`config.mk`:
```
export PLATFORM = sky130hd
export DESIGN_NAME = iic_wrbyte
export DESIGN_NICKNAME = d
export VERILOG_FILES = /design/src/rtl/iic_wrbyte.sv
export SDC_FILE = /design/constraint.sdc
export NUM_CORES = 1
export LEC_CHECK = 0
export BUFFER_PORTS_ARGS = -buffer_cell sky130_fd_sc_hd__buf_2
export CAP_MARGIN = 5
export CELL_PAD_IN_SITES_DETAIL_PLACEMENT = 2
export CELL_PAD_IN_SITES_GLOBAL_PLACEMENT = 2
export CORE_MARGIN = 2
export CORE_UTILIZATION = 34
export DETAILED_ROUTE_END_ITERATION = 16
export HOLD_SLACK_MARGIN = 0.02
export PLACE_DENSITY_LB_ADDON = 0.15
export SLEW_MARGIN = 0
export SYNTH_ARGS = -nofsm -noshare
export SYNTH_HDL_FRONTEND = slang
export SYNTH_SLANG_ARGS = --single-unit
```
`constraint.sdc`:
```
create_clock -name clk -period 2.44 [get_ports clk]
set_input_delay 0.244 -clock clk [delete_from_list [all_inputs] [get_ports clk]]
set_output_delay 0.244 -clock clk [all_outputs]
set_load 0.01 [all_outputs]
```
`src/rtl/iic_wrbyte.sv`:
```
// iic_wrbyte: I2C master byte transmitter. Shifts one byte out MSB-first, releases SDA for the 9th clock and samples the slave ACK.
// Optional arbitration-loss detection is enabled by defining IIC_WRBYTE_ARB_EN.
module iic_wrbyte (
   input  logic       clk,
   input  logic       rst_n,
   input  logic       clr,
   input  logic       start,
   input  logic [7:0] tx_byte,
   input  logic       scl_lc,
   input  logic       scl_hc,
   input  logic       scl_ls,
   input  logic       sda_in,
   output logic       sdaw,
   output logic       sdalink,
   output logic       busy,
   output logic       done,
   output logic       ack_ok,
   output logic       nack,
   output logic       arb_lost
);

   typedef enum logic [1:0] {IDLE, DATA, ACK, HOLD} state_t;

   state_t     state, state_nxt;
   logic [7:0] shreg, shreg_nxt;
   logic [2:0] bit_cnt, bit_cnt_nxt;
   logic       drv, drv_nxt;
   logic       sdaw_nxt, sdalink_nxt, busy_nxt, done_nxt, ack_ok_nxt, nack_nxt;
   logic       lc, hc, ls;

   // The sample strobe wins if the strobe source ever overlaps phases.
   assign hc = scl_hc;
   assign lc = scl_lc & ~scl_hc;
   assign ls = scl_ls & ~scl_hc;

`ifdef IIC_WRBYTE_ARB_EN
   logic arb_lost_nxt;
   logic arb_hit;

   // We released-high but the bus reads low: another master owns the line.
   assign arb_hit = sdaw & ~sda_in;
`else
   assign arb_lost = 1'b0;
`endif

   // NOTE: sequential state uses non-blocking assignments so every register samples pre-edge values.
   always_ff @(posedge clk or negedge rst_n) begin
      if (!rst_n) state <= IDLE;
      else        state <= state_nxt;
   end

   always_comb begin
      state_nxt = state;
      if (clr) begin
         state_nxt = IDLE;
      end else begin
         case (state)
            IDLE: if (start) state_nxt = DATA;
            DATA: begin
               if (hc && drv) begin
`ifdef IIC_WRBYTE_ARB_EN
                  if (arb_hit)                state_nxt = IDLE;
                  else if (bit_cnt == 3'd0)   state_nxt = ACK;
`else
                  if (bit_cnt == 3'd0)        state_nxt = ACK;
`endif
               end
            end
            ACK:  if (hc && drv) state_nxt = HOLD;
            HOLD: if (ls) state_nxt = IDLE;
            default: state_nxt = IDLE;
         endcase
      end
   end

   always_comb begin
      // NOTE: every *_nxt is given its hold value first so no branch can infer a latch.
      shreg_nxt   = shreg;
      bit_cnt_nxt = bit_cnt;
      drv_nxt     = drv;
      sdaw_nxt    = sdaw;
      sdalink_nxt = sdalink;
      busy_nxt    = busy;
      done_nxt    = 1'b0;
      ack_ok_nxt  = ack_ok;
      nack_nxt    = nack;
`ifdef IIC_WRBYTE_ARB_EN
      arb_lost_nxt = arb_lost;
`endif
      if (clr) begin
         sdalink_nxt = 1'b0;
         sdaw_nxt    = 1'b1;
         busy_nxt    = 1'b0;
         drv_nxt     = 1'b0;
         bit_cnt_nxt = 3'd7;
         ack_ok_nxt  = 1'b0;
         nack_nxt    = 1'b0;
      end else begin
         case (state)
            IDLE: begin
               if (start) begin
                  shreg_nxt   = tx_byte;
                  bit_cnt_nxt = 3'd7;
                  busy_nxt    = 1'b1;
                  drv_nxt     = 1'b0;
                  ack_ok_nxt  = 1'b0;
                  nack_nxt    = 1'b0;
`ifdef IIC_WRBYTE_ARB_EN
                  arb_lost_nxt = 1'b0;
`endif
               end
            end
            DATA: begin
               if (lc) begin
                  sdalink_nxt = 1'b1;
                  sdaw_nxt    = shreg[bit_cnt];
                  drv_nxt     = 1'b1;
               end else if (hc && drv) begin
                  // Only an hc that follows our own lc counts as a bit.
                  drv_nxt = 1'b0;
`ifdef IIC_WRBYTE_ARB_EN
                  if (arb_hit) begin
                     arb_lost_nxt = 1'b1;
                     sdalink_nxt  = 1'b0;
                     sdaw_nxt     = 1'b1;
                     done_nxt     = 1'b1;
                     busy_nxt     = 1'b0;
                     ack_ok_nxt   = 1'b0;
                     nack_nxt     = 1'b0;
                     bit_cnt_nxt  = 3'd7;
                  end else if (bit_cnt != 3'd0) begin
                     bit_cnt_nxt = bit_cnt - 3'd1;
                  end
`else
                  if (bit_cnt != 3'd0) bit_cnt_nxt = bit_cnt - 3'd1;
`endif
               end
            end
            ACK: begin
               if (lc) begin
                  sdalink_nxt = 1'b0;
                  sdaw_nxt    = 1'b1;
                  drv_nxt     = 1'b1;
               end else if (hc && drv) begin
                  drv_nxt    = 1'b0;
                  ack_ok_nxt = ~sda_in;
                  nack_nxt   = sda_in;
               end
            end
            HOLD: begin
               if (ls) begin
                  done_nxt = 1'b1;
                  busy_nxt = 1'b0;
               end
            end
            default: ;
         endcase
      end
   end

   always_ff @(posedge clk or negedge rst_n) begin
      if (!rst_n) begin
         shreg   <= 8'h00;
         bit_cnt <= 3'd7;
         drv     <= 1'b0;
         sdaw    <= 1'b1;
         sdalink <= 1'b0;
         busy    <= 1'b0;
         done    <= 1'b0;
         ack_ok  <= 1'b0;
         nack    <= 1'b0;
      end else begin
         shreg   <= shreg_nxt;
         bit_cnt <= bit_cnt_nxt;
         drv     <= drv_nxt;
         sdaw    <= sdaw_nxt;
         sdalink <= sdalink_nxt;
         busy    <= busy_nxt;
         done    <= done_nxt;
         ack_ok  <= ack_ok_nxt;
         nack    <= nack_nxt;
      end
   end

`ifdef IIC_WRBYTE_ARB_EN
   always_ff @(posedge clk or negedge rst_n) begin
      if (!rst_n) arb_lost <= 1'b0;
      else        arb_lost <= arb_lost_nxt;
   end
`endif

endmodule

```
# Yosys cells after proc, flatten, opt, wreduce, memory -nomap -nowiden
# Cells that the tools add are included.
[classes]
add_sub_neg = 1
order_cmp = 1
n_eq_ne = 14
n_mux = 42
bitwise = 5
reduce_logical = 17
[ops]
columns = ["operator", "n"]
rows = [
  ["!= test 3 bit, second input constant", 10],
  ["2-to-1 mux 1 bit", 22],
  ["nonzero test 3 bit", 6],
  ["2-to-1 mux 3 bit", 5],
  ["2-to-1 mux 2 bit", 6],
  ["case mux 1 bit (2 select lines)", 6],
  ["AND reduction 3 bit", 4],
  ["AND reduction 5 bit", 2],
  ["case mux 2 bit (4 select lines)", 1],
  ["case mux 3 bit (2 select lines)", 1],
  ["== test 2 bit, second input constant", 2],
  ["less-than comparator 3 x 4 -> 1 bit, second input constant", 1],
  ["!= test 4 x 1 -> 1 bit, second input constant", 1],
  ["AND reduction 4 bit", 1],
  ["binary-select mux 1 bit (select 3 bit)", 1],
  ["logical NOT 3 bit", 1],
  ["NOT 1 bit", 3],
  ["subtractor 3 x 1 -> 3 bit, second input constant", 1],
  ["bitwise AND 1 bit", 2],
  ["== test 2 x 1 -> 1 bit, second input constant", 1],
  ["logical NOT 2 bit", 1],
  ["OR reduction 2 bit", 1],
  ["logical AND 1 bit", 1],
]
[totals]
reg_bits = 20
in_bits = 16
out_inout_bits = 7

# Depth between registers and ports, before layout
[logic_depth]
ltp_word = 6
depth_mapped = 7
mapped_depth_nobuf = 6

# Worst setup path after synthesis
# OpenSTA, ideal clock, no wires.
[synth_path]
path_type = "flip-flop to flip-flop"
start = "register state[0]"
end = "register bit_cnt[0]"
arrival_ps = 1651
required_time_ps = 2358
path_slack_ps = 706
path_stages_with_launch = 7
n_path_buf = 0
cell_sequence = "dfrtp_1 inv_1 ha_1 nand2b_1 and4_4 or3_4 mux2_4"
[synth_via]
elab_chain_len = 3
word_cells_on_any_way = 10
classes_between = "5 x eq/ne; 2 x mux; 3 x reduce/logical"
[synth_lines]
columns = ["item", "line", "source"]
rows = [
  ["start: declaration", "24", "state_t state, state_nxt;"],
  ["start signal: assignment", "49", "else state <= state_nxt;"],
  ["== test 2 x 1 -> 1 bit / logical NOT 2 bit (equally long branches)", "99", "case (state)"],
  ["!= test 3 bit (no line), or another cell as far along", "-", ""],
  ["AND reduction 5 bit (no line) / 2-to-1 mux 3 bit (equally long branches)", "-", ""],
  ["end signal: assignment", "174", "bit_cnt <= bit_cnt_nxt;"],
  ["end: declaration", "26", "logic [2:0] bit_cnt, bit_cnt_nxt;"],
]
# Parallel ways exist; a longest one is shown, timed or not.
# A chain may end at the register's enable or synchronous reset.

# Worst setup path after layout
[layout_path]
start = "register state[0]"
end = "register ack_ok"
[layout_via]
elab_chain_len = 3
word_cells_on_any_way = 9
classes_between = "4 x eq/ne; 2 x mux; 3 x reduce/logical"
[layout_lines]
columns = ["item", "line", "source"]
rows = [
  ["== test 2 bit / logical NOT 2 bit (equally long branches)", "99", ""],
  ["!= test 3 bit (no line), or another cell as far along", "-", ""],
  ["AND reduction 4 bit (no line) / 2-to-1 mux 1 bit (equally long branches)", "-", ""],
  ["end signal: assignment", "180", "ack_ok <= ack_ok_nxt;"],
  ["end: declaration", "17", "output logic ack_ok,"],
]
# Parallel ways exist; a longest one is shown, timed or not.

==> impl_metrics.yaml <==
placed_design:
  gp_congestion: 0.736
  place_hpwl_um: 2170
  io_buffers: 21
  dpl-instance-area_mm2: 0.00131
  placed_cells: 169
setup_path:
  timing.critical_path.mode_cell: "mux2_2"
  crit_type: "reg2reg"
  end_kind: "register"
  critPathTopFamily: "multiplexers"
  slowest_delay_ps: 440
  path_depth: 5
  startpoint_type: "register"
  rr_worst_depth: 5
  cp_num_buf_inv: 1
  worstPathArrival_ps: 2160
  critPathSlowestCell: "dfrtp_1"
  crit_fanout: 6
  worstPathCellList: "inv_1 > ha_1 > mux2_2 > a21oi_1 > mux2_2"
  critical_path_required_ps: 2650
clock_tree:
  clock-sinks: 20
  cts.repair.resized: 0
  clk_latency_ps: 300
  cts_setup_buffers: 0
  clk_pin_slew_ps: 120
  cts-root-buf: "clkbuf_4"
  htreeDepth: 1
  clock_path_buffers: 2
  numCtsBuffers: 3
  cts_tree: "built"
  ctsHoldBuffers: 1
job:
  cap_violations: 0
die:
  die_h_um: 62.8
  die_w_um: 62.8
  rows: 21
  dieArea_mm2: 0.00394
  core_mm2: 0.00334
  io_pins: 23
  initial_core_util: 0.352
logic_synthesis:
  netlist_area_mm2: 0.00117
  synth-seq-area-share: 0.430
  ys_ff_latch: 20
  yosysWarnings: 0
  yosys.area.top_type: "dfrtp_1"
  avgSynthCellArea_um2: 11.1
  yosys-top-cells-area: "dfrtp_1 (34%), dfstp_2 (8.9%), ha_1 (8.5%), mux2_1 (6.7%), mux2i_1 (5.1%)"
  syn_nets: 130
  syn_inst: 106
  synth.top_cell.area_share: 0.341
  yosysUniqueCellTypes: 33
finish:
  antennaDiodeCount: 0
  syn_to_final_growth_pct: 16.9
  fin_cells: 174
  drive_above_1_share: 0.313
  stdcell_area_mm2: 0.00137
  layout.nets: 153
  final_core_util: 0.412
timing:
  tns_ps: 0
  post-route-min-period_ps: 1950
  final.setup_skew_ps: 1.14
  rsz0062_at_grt: "no"
  setup_viol: 0
  final_max_slew_viol_count: 0
  fmax_mhz: 512
  finalHoldViolations: 0
  fin_crit_sh: 0.801
run_status:
  status: "finished, final reports clean"
route:
  vias: 864
  drcViolationCount: 0
  wirelength_um: 2790
  wl_per_cell_um: 16.1
  drtAntennaViolNets: 0
  viasPerCell: 4.97
  first_iter_violations: 6
  drtPass1Iterations: 3
pwr:
  irDropWorstVdd_v: 0.000283
  p_leak_nw: 0.647
  power_density_mw_per_mm2: 926
global_route:
  grt_max_degree: 21
  grt_pass1_wl_um: 4960
  grt_overflow_total: 0
  grt_pass1_vias: 981
  antenna_found_initial: 0
  gr-usage-all-layers: 0.162
min_path:
  holdCritPathClass: "in2reg"
  hold_depth: 2
## registers in the layout (all words and copies together) (netlist names)
register  count
drv           1
state         2
bit_cnt       3
ack_ok        1
shreg         8
done          1
sdalink       1
nack          1
busy          1
sdaw          1
## synth_stat cells, drive strengths merged
| cell | number |
|---|---|
| or3b | 1 |
| ha | 8 |
| and4 | 1 |
| or2 | 3 |
| mux2i | 6 |
| mux4 | 1 |
| a2111oi | 1 |
| and2 | 1 |
| a21oi | 9 |
| o221ai | 1 |
| or3 | 1 |
| inv | 6 |
| a2bb2oi | 1 |
| clkbuf | 2 |
| dfstp | 4 |
| nand2 | 4 |
| conb | 1 |
| nor3 | 2 |
| nor2b | 3 |
| o21bai | 1 |
| nand2b | 6 |
| dfrtp | 16 |
| buf | 2 |
| o21ai | 3 |
| a211oi | 1 |
| o32a | 1 |
| nor3b | 2 |
| nor2 | 6 |
| mux2 | 12 |
## cells by family after synthesis
kind of cell | synth area share
buf+inv | 0.0415
other cells | 0.00319
simple gates | 0.151
mux | 0.188
compound gates | 0.100
flops | 0.430
fa+ha+maj | 0.0852
## per-layer routing
metal	vias to the layer above	wire, um	share of wire	GRT usage
li1	413	-	-	-
met1	433	1300	0.47	0.220
met2	13	1400	0.50	0.272
met3	5	56	0.020	0.0234
met4	0	36	0.013	0.0417
met5	-	0	0	0
## placed cells by master, fill, tap and decap left out, drive strengths merged
| cell | n |
|---|---|
| o21ai | 3 |
| mux2 | 12 |
| or3b | 1 |
| a2111oi | 1 |
| ha | 8 |
| and4 | 1 |
| o221ai | 1 |
| conb | 1 |
| dfrtp | 16 |
| dfstp | 4 |
| nand2 | 4 |
| inv | 6 |
| a21oi | 9 |
| or2 | 3 |
| o32a | 1 |
| nor2 | 6 |
| mux2i | 6 |
| nand2b | 6 |
| mux4 | 1 |
| and2 | 1 |
| dlygate4sd3 | 1 |
| a2bb2oi | 1 |
| nor3 | 2 |
| nor2b | 3 |
| a211oi | 1 |
| clkbuf | 3 |
| bufinv | 1 |
| or3 | 1 |
| o21bai | 1 |
| buf | 21 |
| nor3b | 2 |
## worst register-to-register path, cell delays in order (launching register included)
cell and delay [ps]:
dfrtp_1 440, inv_1 150, ha_1 290, mux2_2 370, a21oi_1 250, mux2_2 360
## path summary, 6_finish.rpt
| check | endpoint | slack, ps | startpoint |
|---|---|---|---|
| worst max-delay path | ack_ok | 490 | state[0] |
| worst min-delay path | shreg[0] | 140 | tx_byte[0] |
| worst max register to register | ack_ok | 490 | state[0] |
| worst min register to register | shreg[3] | 510 | shreg[3] |
| max in group asynchronous | sdaw | 1680 | rst_n |
| min in group asynchronous | done | 420 | rst_n |
## stage by stage
| stage | hold WS, ps | worst slack, ps | power, mW |
|---|---|---|---|
| after floorplan | -51.6 | 706 | 0.873 |
| final | 139 | 486 | 1.27 |
| after CTS | 131 | 464 | 1.30 |
| after global placement | 221 | 616 | 0.978 |
| after detailed placement | 230 | 512 | 1.01 |
| after global routing | 133 | 311 | 1.38 |
## power breakdown
group | total, mW | internal, mW | switching [mW]
registers | 0.522 | 0.442 | 0.0801
logic | 0.474 | 0.240 | 0.234
clock network | 0.277 | 0.166 | 0.111
## layout make-up
class / count / area, um2
Clock inverter: 1 / 30.0
Multi-Input combinational cell: 76 / 621
Fill cell: 387 / 1960
Timing Repair Buffer: 22 / 115
Sequential cell: 20 / 505
Inverter: 6 / 22.5
Clock buffer: 3 / 22.5
Tap cell: 46 / 57.6
No activity file was read; power rests on OpenSTA's default activity.
